<file path="src/rtl/ntt_commutator.sv">
// Two-lane stride commutator: re-pairs coefficients D = 2^LOG_DEPTH samples apart
// between NTT butterfly stages, with frame realignment and a registered bypass.
module ntt_commutator #(
    parameter int LOGQ      = 17,
    parameter int LOG_DEPTH = 3
) (
    input  logic            clk,
    input  logic            rst,
    input  logic            in_v,
    input  logic            in_sof,
    input  logic            mode,
    input  logic [LOGQ-1:0] in0,
    input  logic [LOGQ-1:0] in1,
    output logic            out_v,
    output logic [LOGQ-1:0] out0,
    output logic [LOGQ-1:0] out1
);

    localparam int D  = 1 << LOG_DEPTH;
    localparam int CW = LOG_DEPTH + 1;

    logic [CW-1:0]   cnt_q, cnt_d;
    logic [CW-1:0]   fill_q, fill_d;
    logic            mode_q, mode_d;
    logic            out_v_q, out_v_d;
    logic [LOGQ-1:0] out0_q, out0_d;
    logic [LOGQ-1:0] out1_q, out1_d;

    logic [LOGQ-1:0] dla_q [D];
    logic [LOGQ-1:0] dlb_q [D];

    logic [CW-1:0]   k;
    logic            em;
    logic            sel;
    logic            acc_c;
    logic            acc_b;
    logic [LOGQ-1:0] head_a;
    logic [LOGQ-1:0] head_b;
    logic [LOGQ-1:0] mux_a;

    always_comb begin
        em     = (in_v && in_sof) ? mode : mode_q;
        k      = in_sof ? '0 : cnt_q;
        sel    = k[LOG_DEPTH];
        head_a = dla_q[D-1];
        head_b = dlb_q[D-1];
        mux_a  = sel ? head_a : in0;
        acc_c  = in_v && !em;
        acc_b  = in_v && em;
    end

    always_comb begin
        cnt_d   = cnt_q;
        fill_d  = fill_q;
        mode_d  = mode_q;
        out_v_d = 1'b0;
        out0_d  = out0_q;
        out1_d  = out1_q;

        if (in_v && in_sof) begin
            mode_d = mode;
        end

        if (acc_b) begin
            out0_d  = in0;
            out1_d  = in1;
            out_v_d = 1'b1;
            cnt_d   = '0;
            fill_d  = '0;
        end else if (acc_c) begin
            // counter width is LOG_DEPTH+1, so the increment wraps modulo 2D
            cnt_d   = k + CW'(1);
            fill_d  = (fill_q == CW'(D)) ? fill_q : fill_q + CW'(1);
            out_v_d = (fill_q == CW'(D));
            out0_d  = head_b;
            out1_d  = sel ? in0 : head_a;
        end
    end

    always_ff @(posedge clk) begin
        if (rst) begin
            cnt_q   <= '0;
            fill_q  <= '0;
            mode_q  <= 1'b0;
            out_v_q <= 1'b0;
            out0_q  <= '0;
            out1_q  <= '0;
        end else begin
            cnt_q   <= cnt_d;
            fill_q  <= fill_d;
            mode_q  <= mode_d;
            out_v_q <= out_v_d;
            out0_q  <= out0_d;
            out1_q  <= out1_d;
        end
    end

    // delay lines advance only on commutate samples; bypass and stalls hold them
    always_ff @(posedge clk) begin
        if (rst) begin
            for (int i = 0; i < D; i++) begin
                dla_q[i] <= '0;
                dlb_q[i] <= '0;
            end
        end else if (acc_c) begin
            dla_q[0] <= in1;
            dlb_q[0] <= mux_a;
            for (int i = 1; i < D; i++) begin
                dla_q[i] <= dla_q[i-1];
                dlb_q[i] <= dlb_q[i-1];
            end
        end
    end

    assign out_v = out_v_q;
    assign out0  = out0_q;
    assign out1  = out1_q;

endmodule

</file>
<file path="config.mk">
export PLATFORM = sky130hd
export DESIGN_NAME = ntt_commutator
export DESIGN_NICKNAME = d
export VERILOG_FILES = /design/src/rtl/ntt_commutator.sv
export SDC_FILE = /design/constraint.sdc
export NUM_CORES = 1
export LEC_CHECK = 0
export CAP_MARGIN = 40
export CORE_MARGIN = 8
export CORE_UTILIZATION = 40
export DETAILED_ROUTE_END_ITERATION = 12
export SLEW_MARGIN = 20
export SYNTH_ARGS = -nofsm -noshare
export SYNTH_HDL_FRONTEND = slang
export SYNTH_SLANG_ARGS = --single-unit
</file>
<file path="constraint.sdc">
create_clock -name clk -period 9.45 [get_ports clk]
set_input_delay 1.4175 -clock clk [delete_from_list [all_inputs] [get_ports clk]]
set_output_delay 1.4175 -clock clk [all_outputs]
set_load 0.01 [all_outputs]
</file>
==> results.toml, run 1 <==
[clock_tree]
cts_root_buffer = "clkbuf_16"
clk_latency_ns = 0.50
cts_tree = "done"
clkTransAtPathRegs_ns = 0.06
cts_htree_levels = 2
cts_setup_buffers = 0
cts_resized = 0
cts_buffer_depth = 3
clkSinkCount = 316
cts_made_buffers = 34
cts_hold_buffers = 0

[detailed_routing]
drc = 0
wl_per_cell_um = 18.80
vias = 7514
wl_um = 26300
first_pass_iters = 5
drt_iter0_drc = 630
vias_per_cell = 5.371
ant_nets = 0

[worst_setup_path]
r2r-start = "mode_q"
crit_required_ns = 9.63
crit_start = "in_sof"
worstPathArrival_ns = 4.73
worstPathMaxFanout = 97
crit_path_end_kind = "flop"
startpoint_type = "input port"
critical_path_class = "input port to flop"

[worst_hold_path]
min_path_type = "flop to flop"
min_from = "cnt_q[1]"

[synthesis]
synthTopCellsByArea = "edfxtp_1 65%, and3_1 9.3%, dfxtp_1 7.0%"
synth_nets = 966
synth_top_family_by_area = "simple AND/OR/NAND/NOR gates"
netlist.area_leader.share_pct = 64.77
synth-xor-area-share_pct = 0.06946
synthSimpleGateAreaFrac_pct = 19.06
synth_sequential_area_ratio_pct = 71.76
synth_edf_count = 272
synth-compound-area-share_pct = 5.596
avgSynthCellArea_um2 = 13.65
synthArstFlopShare_pct = 0
synth_most_common_cell = "edfxtp_1"
synth.cell_area_um2 = 12610
yosys_warnings = 0
synth_commonest_cells = "272 x edfxtp_1, 188 x and3_1, 91 x nor2b_1"
ys.flop_type = "edfxtp_1"
synth_top_cell_by_area = "edfxtp_1"
synth_cells = 924
synthAdderAreaFrac_pct = 0.2977
synth.area.mux_share_pct = 0.2580
synth-seq-cells = 316
ys_types = 37

[floorplan]
core_area_um2 = 31310
pin_count = 74
dieHeight_um = 193.6
num_rows = 65
initial_core_util_pct = 40.27
die_w_um = 193.6
dieArea_um2 = 37460

[finish]
drive_gt1_share_pct = 7.723
antenna_cells = 0
area_growth_pct = 17.94
fin_area_um2 = 14870
nets = 1013

[global_routing]
grt_pass1_wl_um = 41760
grt_overflow = 0
antenna_found_initial = 0
grt_pass1_vias = 7352
grt_usage_pct = 13.80
grt_max_degree = 98

[sta]
finalClockSkew_ns = 0.01020
min_period_over_period_pct = 48.15
slew_violations = 0
hold_viol_final = 0
fin_tns_setup_ns = 0
rsz0062_at_grt = "false"
worst_slew_pin_slew_ns = 0.8036
period_minus_slack_ns = 4.550
setup_violations = 0
slew_headroom_pct = 46.37
fmax_mhz = 219.8

[placement]
gp_congestion = 0.7478
numPortBuffers = 73
hpwl_um = 15230
postPlaceCellArea_um2 = 13770

[flow_run]
cap_violations = 0

[power]
p_leak_nw = 6.054
powerDensity_nw_per_um2 = 211.6
peakVddDrop_uv = 122.4

[run_status]
status = "complete, no violations"
-- cells in the final DEF (no fill, tap or decap), types with 2 or more instances in the layout --
cell	synthesis	final
clkbuf_16	0	37
buf_6	2	3
nand2_1	60	59
nand4_1	6	6
ha_1	3	3
nand2b_1	2	2
buf_4	0	14
buf_16	0	5
a31oi_1	4	4
nor2_1	36	36
clkinv_1	0	5
edfxtp_1	272	272
clkdlybuf4s50_1	0	72
nand4b_1	20	20
a211oi_1	17	17
and3_1	188	188
nand3_1	3	3
clkbuf_1	62	10
dfxtp_1	44	44
inv_1	5	5
o221ai_1	17	17
a21oi_1	20	20
nor2b_1	91	90
clkinv_2	0	8
o21ai_0	18	18
o311a_1	17	17
nor3b_1	2	2
-- layout make-up --
class,instances,area (um2)
inverter,5,18.77
sequential,316,9049
clock buffer,48,977.2
clock inverter,14,88.84
multi-input combinational,518,3203
fill,2729,16440
tap,402,503.0
timing repair buffer,96,1032
-- logic make-up after synthesis --
logic type	count (synthesis)
buffers and inverters	90
AOI/OAI and AO/OA	98
xor gates and xnor gates	1
adders and majority gates	3
and+or+nand+nor	414
muxes	2
DFF	316
-- layer usage --
metal	vias to the layer above	part of all wire (%)	GRT usage [%]
met4	0	2.0	4.219
met5	-	0	0
met1	3713	50	21.19
met3	42	6.0	2.725
met2	211	41	19.25
li1	3548	-	-
-- registers in the layout (all words and copies together) (netlist names) --
register / count
dla_q: 136
dlb_q: 136
out0: 17
out1: 17
cnt_q: 4
fill_q: 4
mode_q: 1
out_v: 1
-- worst paths after layout --
| check | slack [ns] | end | depth (start not counted) |
|---|---|---|---|
| worst max-delay path | 4.90 | dla_q[0][52] | 7 |
| worst min register to register | 0.48 | cnt_q[1] | 2 |
| worst max register to register | 6.41 | dla_q[0][52] | 6 |
| worst min-delay path | 0.48 | cnt_q[1] | 2 |
-- through the flow --
stage / worst slack, ns / total power, mW / cells / hold WS [ns] / utilization (%)
6_report: 4.900 / 3.147 / 1399 / 0.4828 / 47.50
5_1_grt: 4.660 / 3.263 / 1399 / 0.5131 / 47.50
4_1_cts: 4.882 / 3.182 / 1396 / 0.4823 / 47.38
3_5_place_dp: 4.360 / 1.911 / 1334 / 0.4752 / 43.97
3_3_place_gp: 4.262 / 1.896 / 1327 / 0.4698 / 43.43
2_1_floorplan: 0.9957 / 1.824 / 924 / 0.4541 / -
-- power by group --
group | switching (mW) | internal (mW)
Combinational | 0.131 | 0.0913
Clock | 0.516 | 0.749
Sequential | 0.0320 | 1.63
Total | 0.680 | 2.47
-- critical path, stage by stage --
cell	delay, ns
clkdlybuf4s50_1	0.77
mux2i_4	0.29
buf_4	0.66
nand2_1	0.22
nand2_4	0.52
buf_4	0.49
buf_12	0.29
Power figures use the tool's default switching activity.
==> run 2: changes to the inputs <==
clock period = 3.8 ns   (was 9.45 ns; I/O delays follow)
==> results.toml, run 2 (same netlist as run 1, synthesis figures left out) <==
[run_status]
status = "complete, no violations"

[sta]
min_period_over_period_pct = 69.22
fin_ws_ns = 1.170
worst_slew_pin_slew_ns = 0.8564
fmax_mhz = 380.2
hold_viol_final = 0
finalClockSkew_ns = 0.01803
period_minus_slack_ns = 2.630
setup_violations = 0
rsz0062_at_grt = "false"
worst_hold_slack_ns = 0.4667
slew_headroom_pct = 42.91
fin_tns_setup_ns = 0
slew_violations = 0

[finish]
multi_input_area_um2 = 3212
final_common_cell = "edfxtp_1"
utilization_pct = 47.19
fin_area_um2 = 14780
nets = 1013
seq_area_um2 = 9049
fillers = 2739
final_cells = 1397
mostFrequentLayoutCells = "272 x edfxtp_1, 188 x and3_1, 90 x nor2b_1"
antenna_cells = 0
area_growth_pct = 17.19
largestRegisters = "dla_q (136), dlb_q (136)"
drive_gt1_share_pct = 7.739

[worst_hold_path]
min_path_type = "flop to flop"

[detailed_routing]
ant_nets = 0
vias = 7503
first_pass_iters = 5
vias_per_cell = 5.371
drt_iter0_drc = 629
wl_um = 26110
drc = 0
wl_per_cell_um = 18.69

[global_routing]
grt_pass1_wl_um = 41120
grt_max_degree = 107
grt_pass1_vias = 7106
grt_usage_pct = 13.59
antenna_found_initial = 0
grt_overflow = 0

[clock_tree]
cts_setup_buffers = 0
cts_htree_levels = 2
clkSinkCount = 316
cts_resized = 0
cts_hold_buffers = 0
cts_tree = "done"
clkTransAtPathRegs_ns = 0.06
cts_root_buffer = "clkbuf_16"
clk_latency_ns = 0.50
cts_made_buffers = 34
cts_buffer_depth = 3

[placement]
hpwl_um = 15230
pre_cts_ws_ns = 0.6512
postPlaceCellArea_um2 = 13750
numPortBuffers = 73
gp_congestion = 0.7361
place_inst = 1336

[floorplan]
dieArea_um2 = 37460
core_area_um2 = 31310
initial_core_util_pct = 40.27
num_rows = 65
die_w_um = 193.6
dieHeight_um = 193.6
pin_count = 74

[worst_setup_path]
cpPeakStageDelay_ns = 0.76
crit_required_ns = 3.98
crit_buf_inv = 2
critical_path_class = "input port to flop"
cp_slowest_cell = "clkdlybuf4s50_1"
worstPathMaxFanout = 55
path_cells = "clkdlybuf4s50_1, mux2i_4, nand2_1, nand2_8, buf_12"
crit_family = "buffers and inverters"
startpoint_type = "input port"
crit_path_end_kind = "flop"
worstPathArrival_ns = 2.81

[power]
powerDensity_nw_per_um2 = 521.1
peakVddDrop_uv = 282.1
p_leak_nw = 6.006
power.total_mw = 7.699

[flow_run]
cap_violations = 0
## run 2: report_power, final
part | internal [mW] | switching, mW | leakage (nW)
Combinational | 0.222 | 0.331 | 2.20
Sequential | 4.04 | 0.0753 | 3.31
Clock | 1.75 | 1.28 | 0.506
## run 2: layout make-up
type | instances | share of cell area [%]
Tap cell | 402 | 3.404
Inverter | 5 | 0.1270
Clock buffer | 47 | 6.435
Timing Repair Buffer | 96 | 6.630
Sequential cell | 316 | 61.24
Clock inverter | 13 | 0.4318
Multi-Input combinational cell | 518 | 21.74
## run 2: metal layers
layer | up-vias | routed length (um) | track usage [%]
li1 | 3540 | - | -
met1 | 3707 | 12840 | 20.55
met2 | 215 | 11000 | 19.25
met3 | 41 | 1798 | 3.228
met4 | 0 | 470 | 3.421
met5 | - | 0 | 0
## run 2: final timing paths
kind	start	to	slack [ns]	cells past startpoint
worst max register to register	mode_q	dla_q[0][10]	1.79	4
worst min register to register	out1[4]	out1[4]	0.47	2
worst min-delay path	out1[4]	out1[4]	0.47	2
worst max-delay path	in_sof	dla_q[0][10]	1.17	5
## run 2: tightest hold or removal path: stages, from the launching register on
cell and delay, ns:
dfxtp_1 0.33, nand2_1 0.05, o21ai_0 0.06
==> run 3: changes to the inputs <==
clock period = 2.7 ns   (was 3.8 ns; I/O delays follow)
==> results.toml, run 3 (same netlist as run 1, synthesis figures left out) <==
[detailed_routing]
wl_um = 25900
vias_per_cell = 5.346
drc = 0
wl_per_cell_um = 18.43
first_pass_iters = 5
vias = 7511
drt_iter0_drc = 691
ant_nets = 0

[clock_tree]
cts_root_buffer = "clkbuf_16"
clkSinkCount = 316
cts_htree_levels = 2
cts_setup_buffers = 0
cts_made_buffers = 34
clkTransAtPathRegs_ns = 0.06
cts_buffer_depth = 3
cts_resized = 0
cts_tree = "done"
cts_hold_buffers = 0
clk_latency_ns = 0.50

[power]
peakVddDrop_uv = 349.9
power.total_mw = 10.93
p_leak_nw = 6.066
powerDensity_nw_per_um2 = 733.3

[worst_hold_path]
min_from = "rst"
whs_path_depth = 3
min_path_type = "input port to flop"

[worst_setup_path]
startpoint_type = "flop"
critical_path_class = "flop to primary output"
crit_family = "buffers and inverters"
cpPeakStageDelay_ns = 0.60
cp_slowest_cell = "clkdlybuf4s50_1"
worstPathMaxFanout = 2
worstPathArrival_ns = 1.54
path_cells = "clkdlybuf4s50_1"
crit_start = "out1[7]"
crit_path_end_kind = "primary output"
crit_buf_inv = 1
crit_cells = 1
crit_required_ns = 2.30
r2r-start = "mode_q"
worst_r2r_path_depth = 5

[finish]
mostFrequentLayoutCells = "272 x edfxtp_1, 188 x and3_1, 90 x nor2b_1"
area_growth_pct = 18.19
final_common_cell = "edfxtp_1"
nets = 1022
drive_gt1_share_pct = 8.283
largestRegisters = "dla_q (136), dlb_q (136)"

[sta]
setup_violations = 0
period_minus_slack_ns = 1.945
worst_hold_slack_ns = 0.3652
fmax_mhz = 514.1
fin_tns_setup_ns = 0
slew_violations = 0
hold_viol_final = 0
min_period_over_period_pct = 72.04
finalClockSkew_ns = 0.01128
fin_ws_ns = 0.7549
rsz0062_at_grt = "false"
worst_slew_pin_slew_ns = 0.8273
slew_headroom_pct = 44.84

[placement]
numPortBuffers = 73
gp_congestion = 0.7422
hpwl_um = 15770
pre_cts_ws_ns = 0.2989

[floorplan]
pin_count = 74
dieArea_um2 = 37460
die_w_um = 193.6
core_area_um2 = 31310
dieHeight_um = 193.6
initial_core_util_pct = 40.27
num_rows = 65

[global_routing]
grt_max_degree = 94
grt_pass1_wl_um = 41090
antenna_found_initial = 0
grt_usage_pct = 13.62
grt_overflow = 0
grt_pass1_vias = 7016

[run_status]
status = "complete, no violations"

[flow_run]
cap_violations = 0
[run 3: cell types whose count changed in the layout (fill, tap and decap cells not counted)]
| cell | delta |
|---|---|
| clkinv_2 | -5 |
| clkbuf_8 | +1 |
| diode_2 | +1 |
| clkinv_1 | +2 |
| bufinv_16 | +1 |
| buf_12 | +3 |
| buf_4 | +7 |
| clkbuf_1 | -1 |
| buf_6 | -1 |
[run 3: per-stage QoR]
step	cells	instance area [um2]	utilization (%)
2_1_floorplan	924	12630	-
3_3_place_gp	1346	13860	44.28
3_5_place_dp	1346	13860	44.28
4_1_cts	1404	14900	47.59
5_1_grt	1404	14900	47.59
6_report	1405	14900	47.60
[run 3: worst register-to-register path, stage by stage, from the launching register on]
cell	delay [ns]
dfxtp_1	0.36
mux2i_4	0.20
buf_12	0.32
buf_12	0.35
o221ai_1	0.20
o21ai_0	0.21
[run 3: report_power, final]
part / internal [mW] / switching [mW] / total [mW]
Clock: 2.57 / 1.76 / 4.33
Combinational: 0.329 / 0.463 / 0.792
Sequential: 5.69 / 0.112 / 5.80
[run 3: final timing paths]
path / endpoint / slack [ns]
hold / removal: out0[0] / 0.37
setup reg to reg: out1[11] / 0.99
setup / recovery: out1[7] / 0.75
hold reg to reg: out1[6] / 0.46
[run 3: final cells by class]
cell class	count	area (um2)
Multi-Input combinational cell	518	3212
Fill cell	2741	16410
Clock buffer	47	960.9
Inverter	5	18.77
Sequential cell	316	9049
Timing Repair Buffer	105	1081
Tap cell	402	503.0
Antenna cell	1	2.502
Clock inverter	11	76.32
[run 3: layer usage]
metal	vias to the layer above	share of wire (%)	GRT usage, %	wire [um]
li1	3563	-	-	-
met1	3694	51	20.96	13180
met2	218	41	18.99	10610
met3	36	6.4	2.794	1654
met4	0	1.8	3.934	464
met5	-	0	0	0
